<file path="config.mk">
export PLATFORM = sky130hd
export DESIGN_NAME = s2_rx
export DESIGN_NICKNAME = d
export VERILOG_FILES = /design/src/rtl/s2_pkg.sv /design/src/rtl/s2_deser.sv /design/src/rtl/s2_rx.sv
export SDC_FILE = /design/constraint.sdc
export NUM_CORES = 1
export LEC_CHECK = 0
export ABC_CLOCK_PERIOD_IN_PS = 2510
export CAP_MARGIN = 20
export CORE_MARGIN = 10
export CORE_UTILIZATION = 40
export DETAILED_ROUTE_END_ITERATION = 10
export HOLD_SLACK_MARGIN = 0.03
export PLACE_DENSITY_LB_ADDON = 0.08
export REMOVE_ABC_BUFFERS = 1
export SYNTH_ARGS = -nofsm -noshare
export SYNTH_HDL_FRONTEND = slang
export SYNTH_SLANG_ARGS = --single-unit
</file>
<file path="constraint.sdc">
create_clock -name clk -period 2.51 [get_ports clk]
set_input_delay 0.3765 -clock clk [delete_from_list [all_inputs] [get_ports clk]]
set_output_delay 0.3765 -clock clk [all_outputs]
set_load 0.005 [all_outputs]
</file>
<file path="src/rtl/s2_pkg.sv">
// Shared definitions for the S2 serial receiver: FSM state encoding,
// default geometry of the sen/sd frame, and a small saturating helper.
package s2_pkg;

    localparam int S2_ADDR_W    = 3;
    localparam int S2_DATA_W    = 18;
    localparam int S2_NUM_PKT   = 8;
    localparam int S2_FRAME_LEN = S2_ADDR_W + S2_DATA_W;

    typedef enum logic [1:0] {
        ST_IDLE = 2'd0,
        ST_RECV = 2'd1,
        ST_DONE = 2'd2
    } s2_state_e;

    // Four-bit increment that sticks at all-ones instead of wrapping.
    function automatic logic [3:0] sat_inc4(input logic [3:0] v);
        logic [3:0] r;
        if (v == 4'd15) begin
            r = v;
        end else begin
            r = v + 4'd1;
        end
        return r;
    endfunction

endpackage

</file>
<file path="src/rtl/s2_deser.sv">
// Frame deserializer: shifts sd in MSB first while sen is low, counts bits,
// and flags the cycle in which the last bit of a frame is sampled. The
// address/data outputs are valid together with frame_valid_o and already
// include that last bit. Only the first FRAME_LEN-1 bits need storage; the
// final bit is taken straight from sd.
// Optional: S2_RX_ERR_EN adds abort_o, high when sen rises mid-frame.
module s2_deser
    import s2_pkg::*;
#(
    parameter int ADDR_W = S2_ADDR_W,
    parameter int DATA_W = S2_DATA_W
) (
    input  logic              clk,
    input  logic              rst,
    input  logic              en_i,
    input  logic              sen,
    input  logic              sd,
    output logic              frame_valid_o,
    output logic [ADDR_W-1:0] addr_o,
    output logic [DATA_W-1:0] data_o
`ifdef S2_RX_ERR_EN
    ,
    output logic              abort_o
`endif
);

    localparam int FRAME_LEN = ADDR_W + DATA_W;
    localparam int CNT_W     = $clog2(FRAME_LEN);

    logic [FRAME_LEN-2:0] sr_q;
    logic [FRAME_LEN-1:0] sr_d;
    logic [CNT_W-1:0]     cnt_q;
    logic [CNT_W-1:0]     cnt_d;
    logic                 last_s;
    logic                 abort_s;

    // Next shift value, last-bit detection and bit counter update.
    always_comb begin
        sr_d    = {sr_q, sd};
        last_s  = 1'b0;
        abort_s = 1'b0;
        cnt_d   = cnt_q;
        if (!en_i) begin
            cnt_d = cnt_q;
        end else if (sen) begin
            // Gap between frames when the count is zero, otherwise an abort.
            abort_s = (cnt_q != '0);
            cnt_d   = '0;
        end else if (cnt_q == CNT_W'(FRAME_LEN - 1)) begin
            last_s = 1'b1;
            cnt_d  = '0;
        end else begin
            cnt_d = cnt_q + CNT_W'(1);
        end
    end

    // Shift register and bit counter state.
    always_ff @(posedge clk) begin
        if (!rst) begin
            sr_q  <= '0;
            cnt_q <= '0;
        end else begin
            cnt_q <= cnt_d;
            if (en_i && !sen) begin
                sr_q <= sr_d[FRAME_LEN-2:0];
            end else begin
                sr_q <= sr_q;
            end
        end
    end

    assign frame_valid_o = last_s;
    assign addr_o        = sr_d[FRAME_LEN-1 -: ADDR_W];
    assign data_o        = sr_d[DATA_W-1:0];
`ifdef S2_RX_ERR_EN
    assign abort_o       = abort_s;
`endif

endmodule

</file>
<file path="src/rtl/s2_rx.sv">
// S2 serial receiver top: deserializes sen/sd frames (address then data,
// MSB first) and writes each completed word into RB2 through a one-cycle
// write register, raising a sticky done after NUM_PKT writes.
// Optional: define S2_RX_ERR_EN to add frame_err (abort pulse) and err_cnt
// (saturating abort counter) outputs.
module s2_rx
    import s2_pkg::*;
#(
    parameter int ADDR_W  = S2_ADDR_W,
    parameter int DATA_W  = S2_DATA_W,
    parameter int NUM_PKT = S2_NUM_PKT
) (
    input  logic              clk,
    input  logic              rst,
    input  logic              sen,
    input  logic              sd,
    output logic              RB2_RW,
    output logic [ADDR_W-1:0] RB2_A,
    output logic [DATA_W-1:0] RB2_D,
    output logic              done
`ifdef S2_RX_ERR_EN
    ,
    output logic              frame_err,
    output logic [3:0]        err_cnt
`endif
);

    localparam int PKT_W = $clog2(NUM_PKT + 1);

    s2_state_e         state_q;
    logic [PKT_W-1:0]  pkt_q;
    logic              rw_q;
    logic [ADDR_W-1:0] a_q;
    logic [DATA_W-1:0] d_q;
    logic              done_q;

    logic              en_s;
    logic              frame_valid_s;
    logic [ADDR_W-1:0] frame_addr_s;
    logic [DATA_W-1:0] frame_data_s;
`ifdef S2_RX_ERR_EN
    logic              abort_s;
    logic              frame_err_q;
    logic [3:0]        err_cnt_q;
`endif

    // Once done the link is ignored entirely.
    assign en_s = (state_q != ST_DONE);

    s2_deser #(
        .ADDR_W (ADDR_W),
        .DATA_W (DATA_W)
    ) u_deser (
        .clk           (clk),
        .rst           (rst),
        .en_i          (en_s),
        .sen           (sen),
        .sd            (sd),
        .frame_valid_o (frame_valid_s),
        .addr_o        (frame_addr_s),
        .data_o        (frame_data_s)
`ifdef S2_RX_ERR_EN
        ,
        .abort_o       (abort_s)
`endif
    );

    // Receive FSM, packet counter and RB2 write register.
    always_ff @(posedge clk) begin
        if (!rst) begin
            state_q <= ST_IDLE;
            pkt_q   <= '0;
            rw_q    <= 1'b1;
            a_q     <= '0;
            d_q     <= '0;
            done_q  <= 1'b0;
        end else begin
            case (state_q)
                ST_IDLE: begin
                    rw_q <= 1'b1;
                    if (!sen) begin
                        state_q <= ST_RECV;
                    end else begin
                        state_q <= ST_IDLE;
                    end
                end
                ST_RECV: begin
                    if (frame_valid_s) begin
                        // The next frame may start on this same edge; the
                        // write register is independent of the shifter.
                        rw_q  <= 1'b0;
                        a_q   <= frame_addr_s;
                        d_q   <= frame_data_s;
                        pkt_q <= pkt_q + PKT_W'(1);
                        if (pkt_q == PKT_W'(NUM_PKT - 1)) begin
                            state_q <= ST_DONE;
                            done_q  <= 1'b1;
                        end else begin
                            state_q <= ST_RECV;
                        end
                    end else begin
                        rw_q <= 1'b1;
                        if (sen) begin
                            state_q <= ST_IDLE;
                        end else begin
                            state_q <= ST_RECV;
                        end
                    end
                end
                ST_DONE: begin
                    rw_q    <= 1'b1;
                    done_q  <= 1'b1;
                    state_q <= ST_DONE;
                end
                default: begin
                    rw_q    <= 1'b1;
                    state_q <= ST_IDLE;
                end
            endcase
        end
    end

`ifdef S2_RX_ERR_EN
    // Abort pulse one cycle after a mid-frame sen rise, plus saturating count.
    always_ff @(posedge clk) begin
        if (!rst) begin
            frame_err_q <= 1'b0;
            err_cnt_q   <= 4'd0;
        end else begin
            frame_err_q <= abort_s;
            if (abort_s) begin
                err_cnt_q <= sat_inc4(err_cnt_q);
            end else begin
                err_cnt_q <= err_cnt_q;
            end
        end
    end

    assign frame_err = frame_err_q;
    assign err_cnt   = err_cnt_q;
`endif

    assign RB2_RW = rw_q;
    assign RB2_A  = a_q;
    assign RB2_D  = d_q;
    assign done   = done_q;

endmodule

</file>
==> impl_metrics.env <==
export IMPL_final_max_slew_violation_count=0
export IMPL_syn_avg_cell_area_um2=8.349
export IMPL_crit_family="simple AND/OR/NAND/NOR gates"
export IMPL_area_growth_pct=20.00
export IMPL_hold_class="register to register"
export IMPL_ant_nets=0
export IMPL_drt_iter0_drc=144
export IMPL_viasPerCell=5.527
export IMPL_cts_buffers=5
export IMPL_period_minus_slack_ns=1.785
export IMPL_fp_dieH_um=93.24
export IMPL_synth_warnings=0
export IMPL_path_clk_slew_ns=0.09
export IMPL_multi_input_area_um2=948.4
export IMPL_nets=284
export IMPL_critPathRequiredTime_ns=2.75
export IMPL_slew_headroom_pct=56.64
export IMPL_timing_setup_tns_ns=0
export IMPL_seqCellArea_mm2=0.001081
export IMPL_clk_path_buf_depth=2
export IMPL_fillers=537
export IMPL_layout_setup_ws_ns=0.7247
export IMPL_rsz0062_at_grt="false"
export IMPL_ir_drop_mv=0.3651
export IMPL_p_per_area_mw_per_mm2=538.4
export IMPL_num_vias=1918
export IMPL_insertion_delay_ns=0.31
export IMPL_synth_cell_types=29
export IMPL_reg2reg_setup_slack_ns=0.72
export IMPL_dpl_hpwl_um=3234
export IMPL_yosysMostFrequentCell="dfxtp_1"
export IMPL_seq_area_frac_synth_pct=50.38
export IMPL_grt_pass1_wl_um=8611
export IMPL_start_util_pct=41.75
export IMPL_cp_start_kind="register"
export IMPL_finalInstanceArea_mm2=0.002575
export IMPL_firstDrtPassIters=4
export IMPL_io_buffers=26
export IMPL_hold_depth=2
export IMPL_synth_top_area_share_pct=50.38
export IMPL_worst_setup_path_type="register to register"
export IMPL_synth_edf_count=0
export IMPL_tritoncts="yes"
export IMPL_synth_top_area_cell="dfxtp_1"
export IMPL_post_route_period_util_pct=71.13
export IMPL_cp_slowest_stage_delay_ns=0.61
export IMPL_synthFlopType="dfxtp_1"
export IMPL_clock_skew_ns=0.005458
export IMPL_drive_above_1_share_pct=6.498
export IMPL_cap_violations=0
export IMPL_r2r_start="u_deser.cnt_q[0]"
export IMPL_wl_um=5127
export IMPL_synth_cells=257
export IMPL_path_buf_inv=1
export IMPL_slowest_stage="or4_1"
export IMPL_cts_setup_buffers=0
export IMPL_fmax_mhz=560.1
export IMPL_p_leak_nw=0.8297
export IMPL_reg2reg_depth=5
export IMPL_path_cells="inv_1 -> ha_1 -> nand4b_1 -> or4_1 -> a21oi_1"
export IMPL_reg2reg_to="pkt_q[3]"
export IMPL_dp_slack_ns=0.4566
export IMPL_cp_num_cells=5
export IMPL_place_area_mm2=0.002499
export IMPL_synth_async_reset_ratio_pct=0
export IMPL_hold_end="done"
export IMPL_overflow=0
export IMPL_hp_start="done"
export IMPL_cts_htree_levels=2
export IMPL_status="completed"
export IMPL_cts_repair_resized=0
export IMPL_ios=27
export IMPL_coreArea_mm2=0.005140
export IMPL_cts_sinks=54
export IMPL_row_count=26
export IMPL_crit_fanout=9
export IMPL_finalSetupViolations=0
export IMPL_worst_pin_slew_ns=0.6504
export IMPL_grt_start_max_net_pins=53
export IMPL_crit_path_end_kind="register"
export IMPL_place_congestion=0.7532
export IMPL_synth_seq_cells=54
export IMPL_dieArea_mm2=0.008694
export IMPL_drc=0
export IMPL_synth_area_leaders="dfxtp_1 50%, nand3_1 11%, a21oi_1 11%"
export IMPL_grt_pass1_vias=1728
export IMPL_track_usage_pct=11.98
export IMPL_arrival_ns=2.03
export IMPL_syn_area_mm2=0.002146
export IMPL_antenna_found_initial=0
export IMPL_synth_commonest_cells="54 x dfxtp_1, 48 x nand3_1, 47 x a21oi_1"
export IMPL_cts_root_buf="clkbuf_8"
export IMPL_finalHoldViolCount=0
export IMPL_num_antenna_cells=0
export IMPL_wl_per_cell_um=14.78
export IMPL_cts_hold_buf=0
export IMPL_die_w_um=93.24
## power breakdown
group,switching (mW),internal (mW),leakage (nW)
combinational,0.0416,0.0191,0.356
clock,0.269,0.193,0.0383
sequential,0.00415,0.860,0.436
## area by class of cell
class | instances | area share [%]
inverters | 5 | 0.7289
clock buffers | 7 | 2.964
multi-input cells | 173 | 36.83
flip-flops and latches | 54 | 41.98
well taps | 70 | 3.401
repair buffers | 38 | 14.09
## stage by stage
stage	std cells	power (mW)	hold WS, ns	utilization (%)
finish	347	1.386	0.4596	50.10
global route	347	1.434	0.4927	50.10
CTS	347	1.402	0.4636	50.10
detailed placement	340	0.9452	0.4489	48.61
global placement	340	0.9453	0.4350	48.61
floorplan	232	0.9101	0.4403	-
## worst max-delay path by stage
stage	from	endpoint	slack, ns
6_report	u_deser.cnt_q[0]	pkt_q[3]	0.72
5_1_grt	u_deser.cnt_q[0]	pkt_q[3]	0.63
4_1_cts	u_deser.cnt_q[0]	pkt_q[3]	0.74
3_5_place_dp	sen	pkt_q[3]	0.46
3_3_place_gp	sen	pkt_q[3]	0.49
2_1_floorplan	u_deser.cnt_q[0]	pkt_q[3]	0.58
## kinds of logic after synthesis
| family | count (synthesis) | synth area share [%] |
|---|---|---|
| AOI/OAI and AO/OA | 96 | 22.97 |
| and+or+nand+nor | 73 | 19.01 |
| DFF | 54 | 50.38 |
| buffers and inverters | 30 | 5.423 |
| adders and majority gates | 3 | 1.749 |
| muxes | 1 | 0.4665 |
## sequential cells by signal, indices dropped and copies added, names as in the netlist
register	cells
RB2_RW	1
u_deser.cnt_q	5
done	1
state_q	2
pkt_q	4
RB2_A	3
RB2_D	18
u_deser.sr_q	20
## worst reg2reg max path: cells and delay by family (launching register included)
family,cells,cell delay [ns]
simple gates,2,0.96
flops,1,0.36
compound gates,1,0.14
buf+inv,1,0.09
fa+ha+maj,1,0.17
## layer usage
layer	up-vias	GRT usage, %	share of wire, %	wire length (µm)
li1	970	-	-	-
met5	-	0	0	0
met1	893	15.77	48	2442
met2	48	17.98	45	2329
met3	7	3.437	5.8	298
met4	0	4.627	1.1	58
## cell usage in the layout (no fill, tap or decap), types with 3 or more instances in the layout
cell	Yosys	layout
a31oi_1	4	4
nand4b_1	3	3
nand2_1	5	5
buf_4	0	11
dfxtp_1	54	54
inv_1	3	3
o21ai_0	43	43
clkdlybuf4s50_1	0	26
nand3_1	48	48
ha_1	3	3
a21oi_1	47	47
clkbuf_8	0	5
No activity file was read; power rests on OpenSTA's default activity.
